--- src/rtl/nested_loop_count_if.sv ---
// Handshake and configuration bundle between a nested-loop index generator
// and its controller/consumer.
interface nested_loop_count_if #(
    parameter int DATA_WIDTH = 4,
    parameter int NUM_LEVELS = 3
);
    logic                             start;
    logic                             abort;
    logic [NUM_LEVELS*DATA_WIDTH-1:0] cfg_max;
    logic [NUM_LEVELS*DATA_WIDTH-1:0] cfg_stride;
    logic                             out_ready;
    logic                             out_valid;
    logic [NUM_LEVELS*DATA_WIDTH-1:0] count;
    logic [NUM_LEVELS-1:0]            wrap;
    logic                             last;
    logic                             busy;
    logic                             done;

    modport master (
        output start, abort, cfg_max, cfg_stride, out_ready,
        input  out_valid, count, wrap, last, busy, done
    );

    modport slave (
        input  start, abort, cfg_max, cfg_stride, out_ready,
        output out_valid, count, wrap, last, busy, done
    );
endinterface

--- src/rtl/nested_loop_count.sv ---
// Nested-loop index generator: NUM_LEVELS cascaded counters with per-level
// max and stride, a carry chain from level 0 outward, and a valid/ready beat.
//
//   state   | meaning
//   --------+-----------------------------------------------------------
//   ST_IDLE | waiting for start; config latched on the start cycle
//   ST_RUN  | presenting index tuples; advance on each accepted beat
//   ST_DONE | single cycle with done=1 after the final beat
module nested_loop_count #(
    parameter int DATA_WIDTH = 4,
    parameter int NUM_LEVELS = 3
) (
    input logic                clk,
    input logic                reset,
    nested_loop_count_if.slave bus
);
    localparam int W = NUM_LEVELS * DATA_WIDTH;

    localparam logic [1:0] ST_IDLE = 2'd0;
    localparam logic [1:0] ST_RUN  = 2'd1;
    localparam logic [1:0] ST_DONE = 2'd2;

    logic [1:0]            state;
    logic [W-1:0]          count_q;
    logic [W-1:0]          max_q;
    logic [W-1:0]          stride_q;
    logic                  valid_q;
    logic                  busy_q;
    logic                  done_q;

    logic [W-1:0]          count_next;
    logic [NUM_LEVELS-1:0] at_end;
    logic [NUM_LEVELS:0]   carry;

    // End test runs one bit wider so count+stride cannot wrap past max.
    always_comb begin
        logic [DATA_WIDTH:0] sum;
        sum        = '0;
        at_end     = '0;
        carry      = '0;
        carry[0]   = 1'b1;
        count_next = count_q;
        for (int i = 0; i < NUM_LEVELS; i++) begin
            sum = {1'b0, count_q[i*DATA_WIDTH +: DATA_WIDTH]}
                + {1'b0, stride_q[i*DATA_WIDTH +: DATA_WIDTH]};
            at_end[i] = (sum > {1'b0, max_q[i*DATA_WIDTH +: DATA_WIDTH]})
                     || (stride_q[i*DATA_WIDTH +: DATA_WIDTH] == '0);
            carry[i+1] = carry[i] && at_end[i];
            if (carry[i]) begin
                count_next[i*DATA_WIDTH +: DATA_WIDTH] =
                    at_end[i] ? '0 : sum[DATA_WIDTH-1:0];
            end
        end
    end

    always_ff @(posedge clk) begin
        if (reset) begin
            state    <= ST_IDLE;
            count_q  <= '0;
            max_q    <= '0;
            stride_q <= '0;
            valid_q  <= 1'b0;
            busy_q   <= 1'b0;
            done_q   <= 1'b0;
        end else begin
            case (state)
                ST_IDLE: begin
                    done_q <= 1'b0;
                    if (bus.start) begin
                        max_q    <= bus.cfg_max;
                        stride_q <= bus.cfg_stride;
                        count_q  <= '0;
                        valid_q  <= 1'b1;
                        busy_q   <= 1'b1;
                        state    <= ST_RUN;
                    end
                end
                ST_RUN: begin
                    // abort wins over a beat accepted in the same cycle
                    if (bus.abort) begin
                        count_q <= '0;
                        valid_q <= 1'b0;
                        busy_q  <= 1'b0;
                        state   <= ST_IDLE;
                    end else if (valid_q && bus.out_ready) begin
                        if (carry[NUM_LEVELS]) begin
                            count_q <= '0;
                            valid_q <= 1'b0;
                            busy_q  <= 1'b0;
                            done_q  <= 1'b1;
                            state   <= ST_DONE;
                        end else begin
                            count_q <= count_next;
                        end
                    end
                end
                ST_DONE: begin
                    done_q <= 1'b0;
                    state  <= ST_IDLE;
                end
                default: begin
                    count_q <= '0;
                    valid_q <= 1'b0;
                    busy_q  <= 1'b0;
                    done_q  <= 1'b0;
                    state   <= ST_IDLE;
                end
            endcase
        end
    end

    assign bus.out_valid = valid_q;
    assign bus.busy      = busy_q;
    assign bus.done      = done_q;
    assign bus.count     = count_q;
    assign bus.wrap      = carry[NUM_LEVELS:1];
    assign bus.last      = carry[NUM_LEVELS];
endmodule

--- src/flat_wrapper.sv ---
// flat-port wrapper written by rule: the top's interface ports become plain ports
module nested_loop_count_flat 
#(
    parameter int DATA_WIDTH = 4,
    parameter int NUM_LEVELS = 3
)
  (clk, reset, bus_start, bus_abort, bus_cfg_max, bus_cfg_stride, bus_out_ready, bus_out_valid, bus_count, bus_wrap, bus_last, bus_busy, bus_done);
  nested_loop_count_if #(.DATA_WIDTH(DATA_WIDTH), .NUM_LEVELS(NUM_LEVELS)) bus_i ();
  input logic clk;
  input logic reset;
  input wire logic [$bits(bus_i.start)-1:0] bus_start;
  input wire logic [$bits(bus_i.abort)-1:0] bus_abort;
  input wire logic [$bits(bus_i.cfg_max)-1:0] bus_cfg_max;
  input wire logic [$bits(bus_i.cfg_stride)-1:0] bus_cfg_stride;
  input wire logic [$bits(bus_i.out_ready)-1:0] bus_out_ready;
  output wire logic [$bits(bus_i.out_valid)-1:0] bus_out_valid;
  output wire logic [$bits(bus_i.count)-1:0] bus_count;
  output wire logic [$bits(bus_i.wrap)-1:0] bus_wrap;
  output wire logic [$bits(bus_i.last)-1:0] bus_last;
  output wire logic [$bits(bus_i.busy)-1:0] bus_busy;
  output wire logic [$bits(bus_i.done)-1:0] bus_done;
  assign bus_i.start = bus_start;
  assign bus_i.abort = bus_abort;
  assign bus_i.cfg_max = bus_cfg_max;
  assign bus_i.cfg_stride = bus_cfg_stride;
  assign bus_i.out_ready = bus_out_ready;
  assign bus_out_valid = bus_i.out_valid;
  assign bus_count = bus_i.count;
  assign bus_wrap = bus_i.wrap;
  assign bus_last = bus_i.last;
  assign bus_busy = bus_i.busy;
  assign bus_done = bus_i.done;
  nested_loop_count #(.DATA_WIDTH(DATA_WIDTH), .NUM_LEVELS(NUM_LEVELS)) u_core (.clk(clk), .reset(reset), .bus(bus_i));
endmodule
--- config.mk ---
export PLATFORM = sky130hd
export DESIGN_NAME = nested_loop_count_flat
export DESIGN_NICKNAME = d
export VERILOG_FILES = /design/src/rtl/nested_loop_count_if.sv /design/src/rtl/nested_loop_count.sv /design/src/flat_wrapper.sv
export SDC_FILE = /design/constraint.sdc
export NUM_CORES = 1
export LEC_CHECK = 0
export CAP_MARGIN = 5
export CORE_MARGIN = 1.5
export CORE_UTILIZATION = 50
export CTS_CLUSTER_DIAMETER = 60
export CTS_CLUSTER_SIZE = 20
export DETAILED_ROUTE_END_ITERATION = 10
export PLACE_DENSITY = 0.83
export RECOVER_POWER = 50
export SYNTH_ARGS = -nofsm -noshare
export SYNTH_HDL_FRONTEND = slang
export SYNTH_SLANG_ARGS = --single-unit
--- constraint.sdc ---
create_clock -name clk -period 3.54 [get_ports clk]
set_input_delay 0.708 -clock clk [delete_from_list [all_inputs] [get_ports clk]]
set_output_delay 0.708 -clock clk [all_outputs]
set_load 0.1 [all_outputs]
**Word level (Yosys, flattened, before mapping)**

Index checks and enable logic that the tools add are counted.

- Add/sub/neg operators: 3
- Shift-type cells: 0
- Equality and inequality tests: 7
- Muxes and demuxes: 20
- Multiply operators: 0
- Reductions and logical operators: 18
- Div/mod/pow operators: 0
- Bitwise operators: 3
- Order comparisons: 3

Operator list:

| kind | count |
|---|---|
| two-way mux 12 bit | 4 |
| case mux 12 bit (3 select lines) | 1 |
| two-way mux 4 bit | 5 |
| adder 4 x 4 -> 5 bit | 3 |
| > comparator 5 x 4 -> 1 bit | 3 |
| zero test 4 bit | 3 |
| AND reduction 4 bit | 3 |
| AND reduction 3 bit | 3 |
| two-way mux 2 bit | 4 |
| inequality test 4 bit, second input constant | 2 |
| two-way mux 1 bit | 4 |
| case mux 2 bit (2 select lines) | 1 |
| logical AND 1 bit | 3 |
| logical OR 1 bit | 3 |
| inequality test 3 x 2 -> 1 bit, second input constant | 1 |
| inequality test 3 bit, second input constant | 1 |
| inverter 1 bit | 3 |
| case mux 1 bit (3 select lines) | 1 |
| == test 2 x 1 -> 1 bit, second input constant | 1 |
| == test 2 bit, second input constant | 1 |
| zero test 2 bit | 1 |
| inequality test 2 bit, second input constant | 1 |
| AND reduction 2 bit | 1 |
| OR reduction 2 bit | 1 |

- Memory bits (writable): 0
- Bits in registers: 40
- Bits in latches: 0
- Word-level logic and storage cells: 62
- Memories: 0
- ROM bits: 0
- Output and inout port bits: 19
- Input port bits: 29

**Depth between registers and ports, before layout**

- Depth after elaboration: 9
- Gate-level depth with buffers: 12
- Gate-level depth less buffers: 11

**Worst setup path after synthesis**

Ideal clock, no wire load.

- Kind: reg2out
- Start point: register u_core.count_q[1] (netlist: u_core.bus.count[1])
- End point: output port bus_wrap[2]
- Buffers on the path: 1
- Data arrival time: 5.510 ns
- Slack: -2.678 ns
- Stages on the path, launching flop included: 12
- Required time: 2.832 ns
- Path through: dfxtp_1 ha_1 a21o_1 a21oi_1 xnor2_1 ha_1 nand4b_1 nand3_1 a2111o_1 o21a_4 nor2b_1 buf_4

- Cells in the longest elaborated chain, start to end: 5

RTL lines:

| item | RTL line | RTL |
|---|---|---|
| from (decl) | nested_loop_count.sv:24 | `logic [W-1:0] count_q;` |
| from (signal assigned) | nested_loop_count.sv:93 | `count_q <= count_next;` |
| adder 4 x 4 -> 5 bit | nested_loop_count.sv:45 | `+ {1'b0, stride_q[i*DATA_WIDTH +: DATA_WIDTH]};` |
| > comparator 5 x 4 -> 1 bit | nested_loop_count.sv:46 | `at_end[i] = (sum > {1'b0, max_q[i*DATA_WIDTH +: DATA_WIDTH]})` |
| logical OR 1 bit | nested_loop_count.sv:47 | `\|\| (stride_q[i*DATA_WIDTH +: DATA_WIDTH] == '0);` |
| named net bus_wrap[0] | flat_wrapper.sv:18 | `output wire logic [$bits(bus_i.wrap)-1:0] bus_wrap;` |
| logical AND 1 bit | nested_loop_count.sv:48 | `carry[i+1] = carry[i] && at_end[i];` |
| named net bus_wrap[1] | flat_wrapper.sv:18 |  |
| logical AND 1 bit | nested_loop_count.sv:48 |  |
| to (decl) | flat_wrapper.sv:18 |  |

The timed path passes the listed nets, and every way through them passes these cells.

**Final worst setup path**

- Start point: register u_core.count_q[1] (netlist: u_core.bus.count[1])
- End point: output port bus_wrap[2]

- Cells in the longest elaborated chain, start to end: 5

RTL lines:

| item | RTL line |
|---|---|
| adder 4 x 4 -> 5 bit | nested_loop_count.sv:45 |
| > comparator 5 x 4 -> 1 bit | nested_loop_count.sv:46 |
| logical OR 1 bit | nested_loop_count.sv:47 |
| logical AND 1 bit (2 in a row) | nested_loop_count.sv:48 |

Every way passes these cells.

==> out/summary.md <==
For the number of endpoints with negative hold slack in the final report, the log shows 0. The tool flagged a number of max-cap violations equal to 0. Power comes to 1400 µW. The total of endpoints with negative setup slack in the final report was 0.

For this design the total switching power over the nets is 497 µW. The logs give 8.71 ps for the final clock skew and 1,890 for the routed via count. The depth of the most critical reg-to-reg path is 13. The TritonCTS sink count is 40, and the fmax is 285 MHz. The run gives 530 ps as the flop-to-flop setup slack. In this run, the combinational gates consume 37.6% of the power.

The share of synthesized registers carrying an async set or reset was 0%. Sorting the synthesized cells by area gives the leading types as dfxtp_1 37%, ha_1 14%, nand2_1 9.4%. The die is 69.2 µm tall. The worst setup path is launched from a register. The logs give 2800 ps for the worst path arrival time and 5300 µm for the final routed wirelength across all metal layers. The average instance in the mapped netlist occupies 8.68 µm². In this design, the critical path's most frequently occurring cell is a21oi_2.

Clock tree root driver cell: clkbuf_8. The number of flops mapped to enable cells by yosys is 0. The final design utilization is 72.6%.

The slowest stage of the critical path belongs to the cell a2111o_2. The count of warnings emitted by yosys came out at 0. The first TritonRoute pass finished after 7 iterations. The starting utilization of the core area is 53.2%, and the final net count is 360. Entering global routing, the biggest net connects 27 pins. In this run the core area contains 23 standard-cell rows. The number of nets with antenna violations after detailed routing was 0.

The worst hold path cell count was 2. In the synthesized netlist, the cells that appear most often are 55 x nand2_1, 40 x dfxtp_1, 32 x a21oi_1. The run gives 0 as the number of max-slew violations in the final report. During I/O placement, the number of pins put on the boundary was 48. Among all cell types in the netlist, the one instantiated most often is nand2_1. Hold repair after CTS inserted 0 buffers. In this run, synthesis produced a sequential element count of 40. The worst register-to-register path begins at u_core.bus.count[1]$_SDFFE_PP0P_.

Walking the worst path, the cells encountered are ha_4 -> a21o_1 -> a21oi_2 -> xnor2_2 -> ha_1 -> a21oi_2 -> nand3_1 -> a2111o_2 -> o21a_4 -> nor2b_4 -> buf_12. Among all flip-flop cells after synthesis, the most frequent one is dfxtp_1. The endpoint of the worst-slack reg-to-reg timing path was u_core.bus.count[9]$_SDFFE_PP0P_. Measured against its own limit, the worst slew margin works out to 32.5%.

The maximum buffer depth of the clock tree was 2. From synthesis to final layout, the design area changed by 36.5%. On the worst path, the slowest cell contributes a delay of 450 ps.

TritonCTS built the clock tree. The number of distinct library cells after synthesis was 40; the remaining routing DRC violations was 0. The worst hold path begins at u_core.max_q[5]$_SDFFE_PP0P_. The initial antenna violation count came out at 0. The layout has 339 filler cells. The post-route netlist has 15.4% of its cells at a drive strength greater than 1.

The largest total area in the synthesized netlist belongs to dfxtp_1. The clock network accounts for 27.4% of the total power. The worst setup path is captured at a primary output. The run gives 252 as the cell count after synthesis. Setup repair after global routing could not meet its margin everywhere.

For this run, the total global-route usage over all layers was measured as 22.9%. The tools report the number of global-route vias before repair as 1,893. The final period demand of the worst path is 3510 ps.

The internal power consumption is 907 µW, and the area enclosed by the die boundary is 4780 µm². Of all nets on the critical path, the largest fanout is 4. Port buffering added 47 buffers.

Summed over all nets, the half-perimeter wirelength after detailed placement is 3820 µm. In this run, the number of DRC markers left after iteration 0 of detailed routing was 132. The worst IR drop on VDD was 254 µV; the top-area cell type share of the netlist area was 36.6%. Data on the critical path is required at its endpoint by 2830 ps. The number of nets handed over by synthesis was 308.

Category of the critical setup timing path: register to primary output. For the setup TNS, the log shows 0 ps. The worst hold path terminates at u_core.max_q[5]$_SDFFE_PP0P_. The wire length per cell after detailed routing is 14.9 µm.

Actual slew at the worst max-slew pin: 1010 ps. Routability-driven placement finished with a final weighted congestion of 0.856. Dividing the detail-routed via count by the number of cells gives 5.32. The repair_antennas step left the layout with diodes totalling 0. After floorplanning, the core was sized to cover 4120 µm².

The share of total power dissipated in sequential elements is 35.0%. Of the synthesized area, sequential elements account for 36.6%. The tightest min-delay check is of the register to register type.

CTS built an H-tree with a depth of 2. The power per unit of standard cell area came out at 470 nW/µm². The first-pass GRT wire length was 8720 µm. Clock-pin slew was measured on the worst setup and hold paths at 80 ps.

In the finished design, the share of the clock period the worst path needs comes to 99.2%. Clock tree synthesis inserted a total of 5 buffers. The total overflow left after global routing is 0. Net switching is 35.4% of the power. Clock latency on the worst-skew pair, taken at its later pin, is 310 ps.

The width of the chip was 69.2 µm. The flow ran to the end, and the final reports show no timing, DRC or antenna violations. The summed instance area of the synthesized netlist is 2190 µm². The standby leakage power came out at 0.00130 µW.
-- power by group through the flow --
stage / logic (µW) / clock network (µW) / registers (µW)
after floorplan: 329 / 0 / 522
after global placement: 476 / 0 / 500
after detailed placement: 486 / 0 / 501
after CTS: 510 / 392 / 491
after global routing: 556 / 414 / 494
final: 527 / 385 / 491
-- critical path, delay by kind of cell, from the launching register on --
kind	cells	cell delay (ps)
compound gates	5	1060
fa+ha+maj	2	550
simple gates	2	240
xor+xnor	1	90
flops	1	390
buf+inv	1	180
-- logic make-up (layout without fill, tap and decap cells) --
kind of cell               Yosys count  after routing  share of synthesized area (%)
and+or+nand+nor                     89             89                           19.3
AOI/OAI and AO/OA                   56             56                           16.2
DFF                                 40             40                           36.6
adders and majority gates           27             27                           16.5
buffers and inverters               25             78                           4.97
muxes                                9              9                           4.12
xor gates and xnor gates             6              6                           2.40
-- worst max-delay path by stage --
stage / startpoint / to / slack [ps] / cells past startpoint
after floorplan: u_core.bus.count[1]$_SDFFE_PP0P_ / bus_wrap[2] / -650 / 11
after global placement: u_core.stride_q[1]$_SDFFE_PP0P_ / bus_wrap[2] / 220 / 11
after detailed placement: u_core.stride_q[1]$_SDFFE_PP0P_ / bus_wrap[2] / 130 / 11
after CTS: u_core.stride_q[1]$_SDFFE_PP0P_ / bus_wrap[2] / 7 / 11
after global routing: u_core.bus.count[1]$_SDFFE_PP0P_ / bus_last / -50 / 11
final: u_core.bus.count[1]$_SDFFE_PP0P_ / bus_wrap[2] / 30 / 11
-- registers in the layout, summed over array words and instances (netlist names) --
| name | count |
|---|---|
| u_core.stride_q | 12 |
| u_core.state | 2 |
| u_core.bus.done | 1 |
| u_core.bus.out_valid | 1 |
| u_core.max_q | 12 |
| u_core.bus.count | 12 |
-- placed cells by master (no fill, tap or decap), drive strengths merged --
cell            n
nand3           2
o211ai          2
dfxtp          40
xor2            3
nor2            7
and2            3
and4bb          1
a31oi           1
clkbuf          9
xnor2           3
a21oi          33
nand2b          5
a21o            6
or3b            1
nand2          55
a22o            4
nor2b           4
nand4b          1
and4            2
dlygate4sd3     5
a2111o          1
nor4            4
a211o           2
inv            12
a211oi          2
o21ai           2
and2b           1
nor3            1
o31ai           1
o21a            2
buf            14
ha             24
mux2i           9
clkdlybuf4s50  38
nor3b           1
fa              3
nand4           1
-- what timing repair did --
item | CTS | global route
pin swaps | 4 | 3
resized for setup | 5 | 6
setup buffers | 4 | 4
setup endpoints to repair | 3 | 3
-- per-stage QoR --
stage          instances  cell area [µm²]  hold WS, ps  setup WS, ps
2_1_floorplan        252             2250          436          -649
3_3_place_gp         339             2770          444           220
3_5_place_dp         339             2770          449           131
4_1_cts              351             2940          460          6.71
5_1_grt              355             2990          486         -51.0
6_report             355             2990          458          29.8
-- metal layers --
| layer | GRT usage [%] | up-vias | share of wire (%) |
|---|---|---|---|
| met5 | 0 | - | 0 |
| met3 | 4.68 | 13 | 5.9 |
| met2 | 37.8 | 57 | 49 |
| met4 | 10.9 | 0 | 2.5 |
| li1 | - | 972 | - |
| met1 | 28.6 | 848 | 43 |
-- final cells by class --
cell class	count	area [µm²]	area share, %
multi-input combinational	187	1340	45.0
sequential	40	825	27.6
timing repair buffer	58	589	19.7
clock buffer	8	121	4.06
tap	50	62.6	2.09
inverter	12	45.0	1.51
No activity file was read; power rests on OpenSTA's default activity.
